--- src/rtl/fetch_pkg.sv ---
// fetch_pkg: shared types and defaults for the instruction fetch stage.
//   fetch_state_e  - fetch control state (HOLD, RUN, FLUSH)
//   fetch_entry_t  - one buffered instruction: fetched data plus its address
//   *_DEF          - default widths / buffer depth used by the fetch modules
package fetch_pkg;

  localparam int ADDR_WIDTH_DEF = 16;
  localparam int DATA_WIDTH_DEF = 16;
  localparam int BUF_DEPTH_DEF  = 2;

  typedef enum logic [1:0] {
    HOLD  = 2'd0,
    RUN   = 2'd1,
    FLUSH = 2'd2
  } fetch_state_e;

  typedef struct packed {
    logic [DATA_WIDTH_DEF-1:0] data;
    logic [ADDR_WIDTH_DEF-1:0] addr;
  } fetch_entry_t;

endpackage

--- src/rtl/fetch_skid_buffer.sv ---
// fetch_skid_buffer: two-entry FIFO holding fetched instructions until the
// decode stage accepts them.
// Ports:
//   clk, reset       - rising-edge clock, synchronous active-high reset
//   clear            - drop every stored entry at the next edge (wins over push)
//   push, push_entry - write one entry at the tail
//   head_valid       - an entry is available at the head
//   head_ready       - consumer takes the head entry when head_valid is high
//   head_entry       - current head entry
//   occupancy        - number of stored entries (0..2)
module fetch_skid_buffer
  import fetch_pkg::*;
#(
  parameter type entry_t = fetch_entry_t
) (
  input  logic       clk,
  input  logic       reset,
  input  logic       clear,
  input  logic       push,
  input  entry_t     push_entry,
  output logic       head_valid,
  input  logic       head_ready,
  output entry_t     head_entry,
  output logic [1:0] occupancy
);

  entry_t     mem_q [2];
  entry_t     mem_d [2];
  logic       wr_ptr_q, wr_ptr_d;
  logic       rd_ptr_q, rd_ptr_d;
  logic [1:0] count_q, count_d;
  logic       pop;

  assign head_valid = (count_q != 2'd0);
  assign head_entry = mem_q[rd_ptr_q];
  assign occupancy  = count_q;
  assign pop        = head_valid && head_ready;

  // Pointer/count update. The fetch credit rule keeps count_q + push - pop
  // within 0..2, so push never needs to be refused.
  always_comb begin
    mem_d    = mem_q;
    wr_ptr_d = wr_ptr_q;
    rd_ptr_d = rd_ptr_q;
    count_d  = count_q;
    if (clear) begin
      wr_ptr_d = 1'b0;
      rd_ptr_d = 1'b0;
      count_d  = 2'd0;
    end else begin
      if (push) begin
        mem_d[wr_ptr_q] = push_entry;
        wr_ptr_d        = ~wr_ptr_q;
      end
      if (pop) begin
        rd_ptr_d = ~rd_ptr_q;
      end
      count_d = count_q + 2'(push) - 2'(pop);
    end
  end

  // Storage is zeroed on reset so the head reads as zero afterwards.
  always_ff @(posedge clk) begin
    if (reset) begin
      for (int i = 0; i < 2; i++) begin
        mem_q[i] <= '0;
      end
      wr_ptr_q <= 1'b0;
      rd_ptr_q <= 1'b0;
      count_q  <= 2'd0;
    end else begin
      mem_q    <= mem_d;
      wr_ptr_q <= wr_ptr_d;
      rd_ptr_q <= rd_ptr_d;
      count_q  <= count_d;
    end
  end

endmodule

--- src/rtl/instruction_fetch.sv ---
// instruction_fetch: Hack fetch stage between the program counter and decode.
// Drives the ROM address from the PC, captures the synchronous ROM data one
// cycle later into a 2-entry skid buffer, and presents instructions to decode
// over a valid/ready handshake. Execute-stage redirects become a PC load and
// flush all wrong-path instructions.
// Ports:
//   clk, reset                   - rising-edge clock, synchronous active-high reset
//   pc_value                     - current PC
//   pc_increment, pc_load,
//   pc_load_value                - PC controls (never increment and load together)
//   rom_addr, rom_data           - instruction ROM (data one cycle after address)
//   redirect_valid, redirect_addr- jump request from execute
//   instr_valid, instr_ready,
//   instr_data, instr_addr       - instruction handshake to decode
// Optional build macro FETCH_PERF_EN adds fetch_count (accepted instructions)
// and stall_count (cycles valid but not ready), both saturating 16-bit.
module instruction_fetch
  import fetch_pkg::*;
#(
  parameter int ADDR_WIDTH = ADDR_WIDTH_DEF,
  parameter int DATA_WIDTH = DATA_WIDTH_DEF,
  parameter int BUF_DEPTH  = BUF_DEPTH_DEF
) (
  input  logic                  clk,
  input  logic                  reset,
  input  logic [ADDR_WIDTH-1:0] pc_value,
  output logic                  pc_increment,
  output logic                  pc_load,
  output logic [ADDR_WIDTH-1:0] pc_load_value,
  output logic [ADDR_WIDTH-1:0] rom_addr,
  input  logic [DATA_WIDTH-1:0] rom_data,
  input  logic                  redirect_valid,
  input  logic [ADDR_WIDTH-1:0] redirect_addr,
  output logic                  instr_valid,
  input  logic                  instr_ready,
  output logic [DATA_WIDTH-1:0] instr_data,
  output logic [ADDR_WIDTH-1:0] instr_addr
`ifdef FETCH_PERF_EN
  ,
  output logic [15:0]           fetch_count,
  output logic [15:0]           stall_count
`endif
);

  typedef struct packed {
    logic [DATA_WIDTH-1:0] data;
    logic [ADDR_WIDTH-1:0] addr;
  } entry_t;

  // The credit rule below is written for exactly two buffer entries.
  if (BUF_DEPTH != 2) begin : g_bad_depth
    $fatal(1, "instruction_fetch: BUF_DEPTH must be 2");
  end

  fetch_state_e          state_q, state_d;
  logic                  inflight_q, inflight_d;
  logic [ADDR_WIDTH-1:0] issue_addr_q, issue_addr_d;

  logic                  redirect;
  logic                  issue;
  logic                  buf_push;
  logic                  buf_valid;
  logic                  buf_pop;
  logic [1:0]            occupancy;
  logic [2:0]            credit_used;
  entry_t                push_entry;
  entry_t                head_entry;

  assign rom_addr = pc_value;
  assign redirect = redirect_valid && !reset;
  assign buf_pop  = buf_valid && instr_ready;

  // Slots that will still be taken after this edge's pop. Counting the pop
  // lets a fresh issue overlap a departing instruction, which is what
  // sustains one instruction per cycle while decode keeps accepting.
  assign credit_used = {1'b0, occupancy} + {2'b00, inflight_q} - {2'b00, buf_pop};
  assign issue = !reset && !redirect && (state_q == RUN) && (credit_used < 3'd2);

  // A redirect discards the outstanding ROM read instead of capturing it.
  assign buf_push   = inflight_q && !redirect;
  assign push_entry = '{data: rom_data, addr: issue_addr_q};

  fetch_skid_buffer #(
    .entry_t(entry_t)
  ) u_skid (
    .clk       (clk),
    .reset     (reset),
    .clear     (redirect),
    .push      (buf_push),
    .push_entry(push_entry),
    .head_valid(buf_valid),
    .head_ready(instr_ready),
    .head_entry(head_entry),
    .occupancy (occupancy)
  );

  // Next state and PC control. A redirect takes priority from any state and
  // parks the fetch in FLUSH for one cycle while the PC takes the target.
  always_comb begin
    state_d      = state_q;
    inflight_d   = issue;
    issue_addr_d = issue ? pc_value : issue_addr_q;
    unique case (state_q)
      HOLD:    state_d = RUN;
      RUN:     state_d = RUN;
      FLUSH:   state_d = RUN;
      default: state_d = HOLD;
    endcase
    if (redirect) begin
      state_d = FLUSH;
    end
    pc_increment  = issue;
    pc_load       = redirect;
    pc_load_value = reset ? '0 : redirect_addr;
  end

  always_ff @(posedge clk) begin
    if (reset) begin
      state_q      <= HOLD;
      inflight_q   <= 1'b0;
      issue_addr_q <= '0;
    end else begin
      state_q      <= state_d;
      inflight_q   <= inflight_d;
      issue_addr_q <= issue_addr_d;
    end
  end

  // Outputs are forced quiet during reset so decode never sees stale entries.
  assign instr_valid = buf_valid && !reset;
  assign instr_data  = reset ? '0 : head_entry.data;
  assign instr_addr  = reset ? '0 : head_entry.addr;

`ifdef FETCH_PERF_EN
  logic [15:0] fetch_count_q, fetch_count_d;
  logic [15:0] stall_count_q, stall_count_d;

  // Saturating counters of accepted instructions and back-pressure cycles.
  always_comb begin
    fetch_count_d = fetch_count_q;
    stall_count_d = stall_count_q;
    if (instr_valid && instr_ready && (fetch_count_q != 16'hFFFF)) begin
      fetch_count_d = fetch_count_q + 16'd1;
    end
    if (instr_valid && !instr_ready && (stall_count_q != 16'hFFFF)) begin
      stall_count_d = stall_count_q + 16'd1;
    end
  end

  always_ff @(posedge clk) begin
    if (reset) begin
      fetch_count_q <= 16'd0;
      stall_count_q <= 16'd0;
    end else begin
      fetch_count_q <= fetch_count_d;
      stall_count_q <= stall_count_d;
    end
  end

  assign fetch_count = fetch_count_q;
  assign stall_count = stall_count_q;
`endif

endmodule
--- config.mk ---
export PLATFORM = sky130hd
export DESIGN_NAME = instruction_fetch
export DESIGN_NICKNAME = d
export VERILOG_FILES = /design/src/rtl/fetch_pkg.sv /design/src/rtl/fetch_skid_buffer.sv /design/src/rtl/instruction_fetch.sv
export SDC_FILE = /design/constraint.sdc
export NUM_CORES = 1
export LEC_CHECK = 0
export ABC_AREA = 1
export BUFFER_PORTS_ARGS = -buffer_cell sky130_fd_sc_hd__buf_4
export CAP_MARGIN = 10
export CORE_MARGIN = 5
export CORE_UTILIZATION = 32
export DETAILED_ROUTE_END_ITERATION = 10
export PLACE_DENSITY = 0.61
export SYNTH_ARGS = -nofsm -noshare
export SYNTH_HDL_FRONTEND = slang
export SYNTH_SLANG_ARGS = --single-unit
--- constraint.sdc ---
create_clock -name clk -period 3.05 [get_ports clk]
set_input_delay 0.1525 -clock clk [delete_from_list [all_inputs] [get_ports clk]]
set_output_delay 0.1525 -clock clk [all_outputs]
set_load 0.01 [all_outputs]
Word-level counts from Yosys, hierarchy flattened
Index checks and enable logic that the tools add are counted.

Bitwise operators: 5. Reduce and logical (&&, ||, !) cells: 15. Order comparisons: 4. Multiplexer cells: 11. Add/sub/neg operators: 4. Eq/ne operators: 2.

Operators with widths (count): 32-bit 2-to-1 mux (4); 64-bit bitwise mux (1); 16-bit 2-to-1 mux (3); 32-bit demux with 1-bit select (1); 1-bit logical AND (8); 2-bit >= comparator, second input constant (2); 1-bit NOT with 2-bit output (2); 2-bit by 1-bit adder with 3-bit output (1); 3-bit by 2-bit less-than comparator with 1-bit output, second input constant (1); 1-bit NOT (3); 3-bit OR reduction (1); 3-bit by 1-bit subtractor with 3-bit output (1); 2-bit by 1-bit adder with 2-bit output (1); 2-bit by 1-bit equality test with 1-bit output, second input constant (1); 2-bit equality test, second input constant (1); 1-bit logical NOT (2); 2-bit logical NOT (1); 2-bit by 1-bit less-than comparator with 1-bit output, second input constant (1); 2-bit 2-to-1 mux (1); 2-bit AND reduction (1); 2-bit nonzero test (1); 2-bit OR reduction (1); 2-bit by 1-bit subtractor with 2-bit output (1); 1-bit 2-to-1 mux (1).

Bits of input ports: 52. Output and inout port bits: 67. Flip-flop bits (word level): 87. Logic and storage cells: 52.

Longest topological paths before layout
Gate-level depths: netlist (run 1).

Word-level depth: 6. Mapped depth: 13. Mapped depth without buffers: 12.

Modules after synthesis
From an unflattened synthesis (run 1), not the netlist that was laid out.

Cell total of the unflattened synthesis: 697. Area total of the unflattened synthesis: 4383.0 um2.

Modules (own cells, without submodules): fetch_skid_buffer (sequential area each 1361.3 um2, times used 1, area each 2932.8 um2, cells each 445); instruction_fetch (sequential area each 380.4 um2, times used 1, area each 1450.1 um2, cells each 252).

Least setup slack after synthesis (run 1)
OpenSTA, ideal clock, no wires.

Path kind: reg-to-reg. Start point: reg u_skid.count_q[1] (netlist: u_skid.occupancy[1]). End point: reg issue_addr_q[5]. Period minus slack after synthesis: 2.229 ns. Setup slack: 0.821 ns. Data arrival time: 2.116 ns. Buffers on the path: 1. Cell stages (with the launch flop): 12. Library setup time: 0.113 ns. Required time: 2.937 ns. Path through: dfxtp_1 -> o21a_1 -> ha_1 -> inv_1 -> nand2_1 -> fa_1 -> nand3_2 -> inv_1 -> buf_2 -> nand3_1 -> nand2_1 -> nor2_1.

Longest elaborated chain between the ends: 5. Elaborated cells between the ends (all ways): 6. Classes of those cells: add/sub (2); order compare (1); reduce/logical (3).

Ends and longest elaborated chain: start: declaration (RTL line fetch_skid_buffer.sv:31) `logic [1:0] count_q, count_d;`; start signal: assignment (RTL line fetch_skid_buffer.sv:75) `count_q <= count_d;`; 2-bit nonzero test (RTL line fetch_skid_buffer.sv:34) `assign head_valid = (count_q != 2'd0);`; 1-bit logical AND (RTL line instruction_fetch.sv:71) `assign buf_pop = buf_valid && instr_ready;`; via buf_pop (RTL line instruction_fetch.sv:63) `logic buf_pop;`; 3-bit by 1-bit subtractor with 3-bit output (RTL line instruction_fetch.sv:76) `assign credit_used = {1'b0, occupancy} + {2'b00, inflight_q} - {2'b00, buf_pop};`; 3-bit by 2-bit less-than comparator with 1-bit output (RTL line instruction_fetch.sv:77) `assign issue = !reset && !redirect && (state_q == RUN) && (credit_used < 3'd2);`; 1-bit logical AND (RTL line instruction_fetch.sv:77); end signal: assignment (RTL line instruction_fetch.sv:125) `issue_addr_q <= issue_addr_d;`; end: declaration (RTL line instruction_fetch.sv:57) `logic [ADDR_WIDTH-1:0] issue_addr_q, issue_addr_d;`.

The timed path passes the listed nets, and every way through them passes these cells. A chain may end at the register's enable or synchronous reset.

Worst setup path in the final report (run 1)
Start point: reg u_skid.count_q[1] (netlist: u_skid.occupancy[1]). End point: out pc_increment.

Longest elaborated chain between the ends: 5. Elaborated cells between the ends (all ways): 6. Classes of those cells: add/sub (2); order compare (1); reduce/logical (3).

Ends and longest elaborated chain: 2-bit nonzero test (RTL line fetch_skid_buffer.sv:34); 1-bit logical AND (RTL line instruction_fetch.sv:71); via buf_pop (RTL line instruction_fetch.sv:63); 3-bit by 1-bit subtractor with 3-bit output (RTL line instruction_fetch.sv:76); 3-bit by 2-bit less-than comparator with 1-bit output (RTL line instruction_fetch.sv:77); 1-bit logical AND (RTL line instruction_fetch.sv:77); end: declaration (RTL line instruction_fetch.sv:27) `output logic pc_increment,`.

The timed path passes the listed nets, and every way through them passes these cells.

==> summary.md, run 1 <==
| Metric | Value |
|---|---|
| Outcome | `finished clean` |
| Chip width | `124 microns` |
| Post-synthesis compound-gate area fraction | `19.9%` |
| Crit path max-delay family | `adder cells` |
| Max IR drop VDD | `0.233 mV` |
| Post-Route M1 WL | `4800 microns` |
| DRC viols | `0` |
| Later-pin clock latency in the skew report | `330 ps` |
| Die area | `15,400 sq um` |
| RSZ-0062 raised after global routing | `no` |
| TritonCTS clock tree | `done` |
| Final hold viol count | `0` |
| WL/cell | `13.2 microns` |
| # diodes | `0` |
| Post-DP HPWL | `7240 microns` |
| Dpl ws | `634 ps` |
| Crit path max fanout | `17` |
| DRT antenna net count | `0` |
| CP arrival | `2460 ps` |
| Routed wire length | `10,700 microns` |
| Core area | `12,700 sq um` |
| Vias in the first global route | `3,587` |
| Drt via density | `4.67` |
| Avg Inst Size Synth | `7.50 sq um` |
| Clk slew on worst S/H paths | `60 ps` |
| Synthesis-to-finish area growth | `26.0%` |
| Worst-Margin Slew | `808 ps` |
| Sink Count | `87` |
| Crit path cell chain | `o21a_1 -> ha_1 -> inv_1 -> nand2_1 -> fa_1 -> nand3_2 -> nor2_8 -> buf_4` |
| Via count | `3,782` |
| Max frequency | `383 MHz` |
| Worst setup EP type | `primary output` |
| R2R Path Start | `u_skid.occupancy[1]` |
| Core Rows | `41` |
| IO buf count | `118` |
| Final setup viols | `0` |
| PwrDens | `474 nW/um^2` |
| Initial Util | `32.8%` |
| Global route total overflow | `0` |
| Final WS setup | `437 ps` |
| # fillers | `1,295` |
| Buffers and inverters on the worst path | `2` |
| Crit Reg-Reg Endpoint | `issue_addr_q[12]` |
| Largest net degree at the start of global routing | `65` |
| Setup TNS Final | `0 ps` |
| Post-Route Utilization | `41.4%` |
| Worst hold path class | `input port to flop` |
| Final net count | `690` |
| Worst Setup Start Kind | `flop` |
| Post-synthesis simple-gate area fraction | `20.7%` |
| Post-Synth XOR/XNOR Area | `0.211%` |
| Cts bufs inserted | `9` |
| YS warnings | `0` |
| Crit Path Class | `flop to primary output` |
| Yosys reg bits | `87` |
| Headroom to the max-slew limit | `46.1%` |
| Critical path depth | `8` |
| Leak pwr | `2.22 nW` |
| # hold bufs at CTS | `0` |
| WHS Endpoint | `u_skid.mem_q[59]` |
| Post-Synth Adder-Cell Area | `1.38%` |
| Syn nets | `611` |
| GRT Util Overall | `13.9%` |
| Post-synth cell types | `26` |
| Post-synthesis cell area | `4160 sq um` |
| Final GP Congestion | `0.742` |
| Share of cells above drive strength 1 | `26.8%` |
| Post-synthesis mux area share | `0%` |
| DRT Pass-1 Iters | `4` |
| Met3 wire length | `791 microns` |
| Hold depth | `3` |
| Top Ports | `119` |
| Max incr delay on CP | `510 ps` |
| Clock tree buffer depth | `2` |
| Max Used Layer | `met4` |
| WP data required | `2900 ps` |
| Hold path startpoint | `rom_data[11]` |
| Clock skew | `6.46 ps` |
| Slowest cell on the critical path | `fa_1` |
| Initial antenna violation count | `0` |
| # Max-Cap Violations | `0` |
| H-tree levels | `3` |
| Area after DPL | `4940 sq um` |
| Post-Syn Instances | `555` |
| Largest family of logic cells by synthesized area | `simple AND/OR/NAND/NOR gates` |
| Setup Buffers After CTS | `0` |
| First-pass GRT wire length | `17,000 microns` |
| Max-slew violations | `0` |
| Final min period | `2610 ps` |
| DRT iter0 DRCs | `250` |
| Register area share after synthesis | `41.9%` |
| Clock tree root buffer cell | `clkbuf_16` |
| Worst Reg-to-Reg Cells | `10` |
| Die height | `124 microns` |
| Post-cts resize count | `0` |
| Metal2 WL | `4980 microns` |
| Final period util | `85.7%` |
| Design area | `5240 sq um` |
| R2R Setup Slk | `620 ps` |
| Hold_ws | `91.2 ps` |
[worst max-delay path by stage]
stage               slack, ps                start                to
floorplan                 820  u_skid.occupancy[1]   issue_addr_q[5]
global placement          700  u_skid.occupancy[1]  issue_addr_q[11]
detailed placement        630  u_skid.occupancy[1]   issue_addr_q[3]
CTS                       420  u_skid.occupancy[1]      pc_increment
global route              290  u_skid.occupancy[1]      pc_increment
finish                    440  u_skid.occupancy[1]      pc_increment
[sequential cells by signal, summed over array words and instances (netlist names)]
signal            count
state_q               2
u_skid.rd_ptr_q       1
u_skid.wr_ptr_q       1
u_skid.mem_q         64
u_skid.occupancy      2
issue_addr_q         16
inflight_q            1
[cell usage in the layout (no fill, tap or decap)]
cell type	instances
xnor2_1	1
nor2_8	2
nor2_1	51
nand2_4	1
clkbuf_16	9
clkinvlp_4	1
a21oi_1	99
clkinv_2	2
dfxtp_2	1
nand3_2	22
buf_4	123
o21a_1	1
fa_1	1
nand3_4	2
nand3_1	28
nor2_4	1
ha_1	3
inv_4	1
nand2_2	1
inv_2	2
dfxtp_1	86
o21ai_1	28
clkbuf_8	2
o21ai_0	37
inv_1	76
clkbuf_1	1
nand2_1	55
bufinv_16	1
[routing by layer]
| layer | vias to the layer above | global-route usage, % |
|---|---|---|
| met5 | - | 0 |
| met4 | 0 | 4.52 |
| met3 | 12 | 3.04 |
| met2 | 118 | 22.7 |
| met1 | 1726 | 18.2 |
| li1 | 1926 | - |
[logic make-up (layout without fill, tap and decap cells)]
| logic type | Yosys count | in the layout |
|---|---|---|
| simple gates | 163 | 163 |
| fa+ha+maj | 4 | 4 |
| buf+inv | 135 | 218 |
| compound gates | 165 | 165 |
| flops | 87 | 87 |
| xor+xnor | 1 | 1 |
[worst register-to-register path, cell delays in order (launching register included)]
cell     delay (ps)
dfxtp_1         360
o21a_1          230
ha_1            290
inv_1            70
nand2_1          70
fa_1            510
nand3_2         150
inv_1           370
nand3_1         130
nand2_1          90
nor2_1           50
[per-stage QoR]
stage               instances  power (mW)
finish                    810        2.49
global route              810        2.59
CTS                       810        2.52
detailed placement        795        1.42
global placement          795        1.41
floorplan                 555        1.31
[where the power goes]
| group | internal [mW] | switching, mW |
|---|---|---|
| clock network | 0.673 | 0.425 |
| logic | 0.105 | 0.123 |
| registers | 1.15 | 0.00962 |
| total | 1.93 | 0.558 |
[cells in the mapped netlist, drive strengths merged]
master / count / share of area [%]
a21oi: 99 / 12
buf: 39 / 7.2
clkbuf: 16 / 1.4
clkinv: 1 / 0.12
dfxtp: 87 / 42
fa: 1 / 0.48
ha: 3 / 0.90
inv: 79 / 7.2
nand2: 57 / 5.4
nand3: 52 / 9.5
nor2: 54 / 5.8
o21a: 1 / 0.18
o21ai: 65 / 7.8
xnor2: 1 / 0.21
[area by class of cell]
type / count / area, sq um / share of cell area (%)
well taps: 172 / 215 / 4.11
clock inverters: 3 / 42.5 / 0.812
flip-flops and latches: 87 / 1740 / 33.3
clock buffers: 12 / 256 / 4.89
inverters: 80 / 304 / 5.80
repair buffers: 123 / 923 / 17.6
multi-input cells: 333 / 1760 / 33.5
Power figures use the tool's default switching activity.
==> run 2: changes to the inputs <==
==> constraint.sdc (replaced) <==
create_clock -name clk -period 3.05 [get_ports clk]
set_input_delay 0 -clock clk [delete_from_list [all_inputs] [get_ports clk]]
set_output_delay 0 -clock clk [all_outputs]
set_load 0.01 [all_outputs]
==> summary.md, run 2 (same netlist as run 1, synthesis figures left out) <==
| Metric | Value |
|---|---|
| Crit Reg-Reg Endpoint | `issue_addr_q[3]` |
| Leak pwr | `2.35 nW` |
| Sink Count | `87` |
| DRT Pass-1 Iters | `4` |
| Worst setup EP type | `primary output` |
| Hold depth | `5` |
| Internal Power | `2.02 mW` |
| Outcome | `finished clean` |
| Die height | `124 microns` |
| Worst hold path class | `input port to flop` |
| Setup TNS Final | `0 ps` |
| Multi-input gate area | `1760 sq um` |
| # fillers | `1,286` |
| TritonCTS clock tree | `done` |
| CP arrival | `2510 ps` |
| WL/cell | `12.9 microns` |
| Final period util | `82.3%` |
| Global route total overflow | `0` |
| Largest net degree at the start of global routing | `81` |
| NetSw | `0.605 mW` |
| Synthesis-to-finish area growth | `33.8%` |
| R2R Path Start | `u_skid.occupancy[1]` |
| Crit path max fanout | `17` |
| Crit Path Class | `flop to primary output` |
| DRT iter0 DRCs | `176` |
| Headroom to the max-slew limit | `47.6%` |
| Commonest non-fill, non-tap cell in the layout | `buf_4` |
| Clk network pwr share | `46.1%` |
| Final min period | `2510 ps` |
| DRC viols | `0` |
| Max IR drop VDD | `0.288 mV` |
| Core area | `12,700 sq um` |
| Area after DPL | `4930 sq um` |
| Final GP Congestion | `0.690` |
| Max-slew violations | `0` |
| Vias in the first global route | `3,665` |
| Clk slew on worst S/H paths | `60 ps` |
| FF+latch area | `1740 sq um` |
| Share of cells above drive strength 1 | `25.7%` |
| Clock skew | `4.96 ps` |
| Chip width | `124 microns` |
| Clock tree buffer depth | `2` |
| Routed wire length | `10,900 microns` |
| Initial antenna violation count | `0` |
| RSZ-0062 raised after global routing | `no` |
| Later-pin clock latency in the skew report | `340 ps` |
| # Max-Cap Violations | `0` |
| Die area | `15,400 sq um` |
| DRT antenna net count | `0` |
| GRT Util Overall | `14.2%` |
| WP data required | `3050 ps` |
| Gate power share | `9.8%` |
| Worst Reg-to-Reg Cells | `10` |
| Setup Buffers After CTS | `0` |
| R2R Setup Slk | `540 ps` |
| Design area | `5570 sq um` |
| Max frequency | `398 MHz` |
| Via count | `3,857` |
| Biggest regs | `u_skid.mem_q (64), issue_addr_q (16)` |
| Post-Route Utilization | `43.9%` |
| Worst Setup Start Kind | `flop` |
| Hold_ws | `9.77 ps` |
| Pwr Total | `2.63 mW` |
| Final hold viol count | `0` |
| Post-DP HPWL | `6890 microns` |
| Most frequent cells in the layout | `122 x buf_4, 99 x a21oi_1, 86 x dfxtp_1` |
| Post-cts resize count | `0` |
| Hold path startpoint | `pc_value[8]` |
| Final setup viols | `0` |
| Worst-Margin Slew | `785 ps` |
| Max reg flops | `64` |
| First-pass GRT wire length | `17,500 microns` |
| Final net count | `719` |
| Biggest register | `u_skid.mem_q` |
| PwrDens | `472 nW/um^2` |
| Switching Fraction | `23.0%` |
| IO buf count | `118` |
| Worst setup startpoint | `u_skid.occupancy[1]` |
| # diodes | `0` |
| Cts bufs inserted | `9` |
| Core Rows | `41` |
| Top Ports | `119` |
| H-tree levels | `3` |
| Drt via density | `4.59` |
| Clock tree root buffer cell | `clkbuf_16` |
| WHS Endpoint | `issue_addr_q[8]` |
| Initial Util | `32.8%` |
| Sequential share of power | `44.1%` |
run 2: cell types whose count changed in the layout (fill, tap and decap cells not counted):
cell           previous run  this run
dlygate4sd3_1             0        30
buf_4                   123       122
clkinv_2                  2         1
clkbuf_8                  2         1
bufinv_16                 1         2
clkbuf_1                  1         0
clkinvlp_4                1         2
inv_6                     0         1
clkinv_4                  0         1
run 2: worst max-delay path by stage:
stage	endpoint	slack, ps	cells after the start
4_1_cts	pc_increment	520	8
2_1_floorplan	issue_addr_q[5]	820	11
3_5_place_dp	issue_addr_q[3]	580	10
6_report	pc_increment	540	8
5_1_grt	issue_addr_q[1]	330	10
3_3_place_gp	issue_addr_q[10]	690	10
run 2: area by class of cell:
type | instances | share of cell area, %
inverter | 80 | 5.46
sequential | 87 | 31.3
tap | 172 | 3.87
clock buffer | 10 | 4.29
multi-input combinational | 333 | 31.6
timing repair buffer | 152 | 21.8
clock inverter | 6 | 1.66
run 2: critical path: stages, from the launching register on:
cell,delay [ps]
dfxtp_1,360
o21a_1,240
ha_1,310
inv_1,80
nand2_1,70
fa_1,520
nand3_2,150
nor2_8,270
buf_4,170
run 2: metrics by stage:
stage / worst slack, ps / std cells
3_5_place_dp: 576 / 794
4_1_cts: 517 / 840
6_report: 540 / 840
5_1_grt: 332 / 840
2_1_floorplan: 821 / 555
3_3_place_gp: 685 / 794
run 2: per-layer routing:
metal / global-route usage (%) / up-vias / wire [microns]
li1: - / 1984 / -
met1: 18.1 / 1745 / 4920
met2: 24.2 / 116 / 5200
met3: 2.68 / 12 / 606
met4: 4.72 / 0 / 136
met5: 0 / - / 0
run 2: what timing repair did:
item | in CTS | in global routing
setup endpoints to repair | 0 | 0
hold buffers | 30 | 0
hold endpoints to repair | 48 | 0
run 2: power by group through the flow:
stage / Sequential (mW) / Clock (mW) / Combinational (mW)
2_1_floorplan: 1.18 / 0 / 0.130
3_3_place_gp: 1.18 / 0 / 0.223
3_5_place_dp: 1.18 / 0 / 0.227
4_1_cts: 1.16 / 1.25 / 0.258
5_1_grt: 1.16 / 1.30 / 0.284
6_report: 1.16 / 1.21 / 0.256
==> run 3: changes to the inputs <==
==> constraint.sdc (replaced) <==
create_clock -name clk -period 2.6 [get_ports clk]
set_input_delay 0 -clock clk [delete_from_list [all_inputs] [get_ports clk]]
set_output_delay 0 -clock clk [all_outputs]
set_load 0.01 [all_outputs]
==> summary.md, run 3 (same netlist as run 1, synthesis figures left out) <==
| Metric | Value |
|---|---|
| Outcome | `finished clean` |
| Later-pin clock latency in the skew report | `340 ps` |
| # Max-Cap Violations | `0` |
| # diodes | `0` |
| Setup TNS Final | `0 ps` |
| DRT Pass-1 Iters | `4` |
| Post-DP HPWL | `7060 microns` |
| Share of cells above drive strength 1 | `25.9%` |
| Vias in the first global route | `3,785` |
| Design area | `5520 sq um` |
| Metal2 WL | `5070 microns` |
| R2R Setup Slk | `240 ps` |
| CP arrival | `2640 ps` |
| Final period util | `90.8%` |
| IO buf count | `118` |
| Initial Util | `32.8%` |
| Sink Count | `87` |
| Via count | `3,870` |
| Max frequency | `424 MHz` |
| Max IR drop VDD | `0.258 mV` |
| Most Frequent Cell on Critical Path | `nand2_1` |
| Multi-input gate area | `1760 sq um` |
| Worst hold path class | `input port to flop` |
| DRT antenna net count | `0` |
| Worst-Margin Slew | `779 ps` |
| # fillers | `1,280` |
| Worst setup EP type | `flop` |
| PwrDens | `525 nW/um^2` |
| Final min period | `2360 ps` |
| Clk slew on worst S/H paths | `60 ps` |
| Biggest register | `u_skid.mem_q` |
| Die height | `124 microns` |
| Die area | `15,400 sq um` |
| Cts bufs inserted | `9` |
| Max-slew violations | `0` |
| Top Ports | `119` |
| Worst Setup Start Kind | `flop` |
| Synthesis-to-finish area growth | `32.7%` |
| Met3 wire length | `746 microns` |
| Clock tree buffer depth | `2` |
| Core Rows | `41` |
| Clock tree root buffer cell | `clkbuf_16` |
| Final hold viol count | `0` |
| Final WS setup | `239 ps` |
| Crit Path Class | `flop to flop` |
| Final GP Congestion | `0.825` |
| WP data required | `2870 ps` |
| Final net count | `720` |
| WL/cell | `12.9 microns` |
| Biggest regs | `u_skid.mem_q (64), issue_addr_q (16)` |
| Routed wire length | `10,900 microns` |
| Max incr delay on CP | `450 ps` |
| TritonCTS clock tree | `done` |
| Post-Route Utilization | `43.6%` |
| DRC viols | `0` |
| Area after DPL | `4940 sq um` |
| Final setup viols | `0` |
| Post-Route M1 WL | `4880 microns` |
| Leak pwr | `2.33 nW` |
| GRT Util Overall | `14.3%` |
| Clock skew | `4.69 ps` |
| Core area | `12,700 sq um` |
| Crit path max fanout | `16` |
| Global route total overflow | `0` |
| Max Used Layer | `met4` |
| Initial antenna violation count | `0` |
| Largest net degree at the start of global routing | `81` |
| Commonest non-fill, non-tap cell in the layout | `buf_4` |
| Chip width | `124 microns` |
| Crit path cell chain | `o21a_1 -> ha_1 -> inv_1 -> nand2_1 -> fa_1 -> nand3_2 -> clkinvlp_4 -> nand3_1 -> nand2_1 -> nor2_1` |
| FF+latch area | `1740 sq um` |
| Most frequent cells in the layout | `125 x buf_4, 99 x a21oi_1, 86 x dfxtp_1` |
| Dpl ws | `130 ps` |
| Slowest cell on the critical path | `fa_1` |
| DRT iter0 DRCs | `215` |
| RSZ-0062 raised after global routing | `no` |
| Drt via density | `4.61` |
| H-tree levels | `3` |
| Pwr Total | `2.90 mW` |
| Headroom to the max-slew limit | `48.0%` |
| First-pass GRT wire length | `17,600 microns` |
| Max reg flops | `64` |
## run 3: cell count changes in the layout (fill, tap and decap cells not counted), sizes merged
| cell | before | now |
|---|---|---|
| dlygate4sd3 | 30 | 28 |
| inv | 80 | 78 |
| bufinv | 2 | 1 |
| clkbuf | 10 | 11 |
| clkinv | 2 | 3 |
| buf | 122 | 125 |
## run 3: what timing repair did
action | in CTS | in global routing
buffers inserted | 0 | 2
setup endpoints to repair | 0 | 16
resized for setup | 0 | 1
hold endpoints to repair | 44 | 0
hold buffers | 28 | 0
## run 3: routing by layer
metal	GRT usage, %	vias up
met5	0	-
met3	3.22	15
li1	-	1991
met1	17.7	1746
met4	5.20	0
met2	24.4	118
## run 3: worst max-delay path, delay by kind of cell, from the launching register on
kind                     cells  cell delay, ps
AO/OA/AOI/OAI                1             230
adder cells (fa/ha/maj)      2             740
buffers and inverters        2             370
flip-flops                   1             350
AND/OR/NAND/NOR              5             590
## run 3: area by class of cell
cell class | instances | share of cell area (%)
timing repair buffer | 153 | 22.1
tap | 172 | 3.90
inverter | 80 | 5.57
sequential | 87 | 31.6
clock buffer | 11 | 4.21
multi-input combinational | 333 | 31.8
clock inverter | 4 | 0.861
## run 3: report_power, final
group / internal (mW) / switching (mW)
Clock: 0.736 / 0.502
Sequential: 1.35 / 0.0116
Combinational: 0.152 / 0.151
Total: 2.24 / 0.665
## run 3: final timing paths
kind | from | to | cells after the start
worst min-delay path | pc_value[5] | issue_addr_q[5] | 5
worst max register to register | u_skid.occupancy[1] | issue_addr_q[7] | 10
worst min register to register | u_skid.mem_q[0] | u_skid.mem_q[0] | 2
worst max-delay path | u_skid.occupancy[1] | issue_addr_q[7] | 10
## run 3: through the flow
stage / hold slack, ps / cells
3_5_place_dp: 190 / 795
4_1_cts: 7.19 / 838
2_1_floorplan: 83.2 / 555
3_3_place_gp: 189 / 795
6_report: 8.69 / 840
5_1_grt: 32.6 / 840
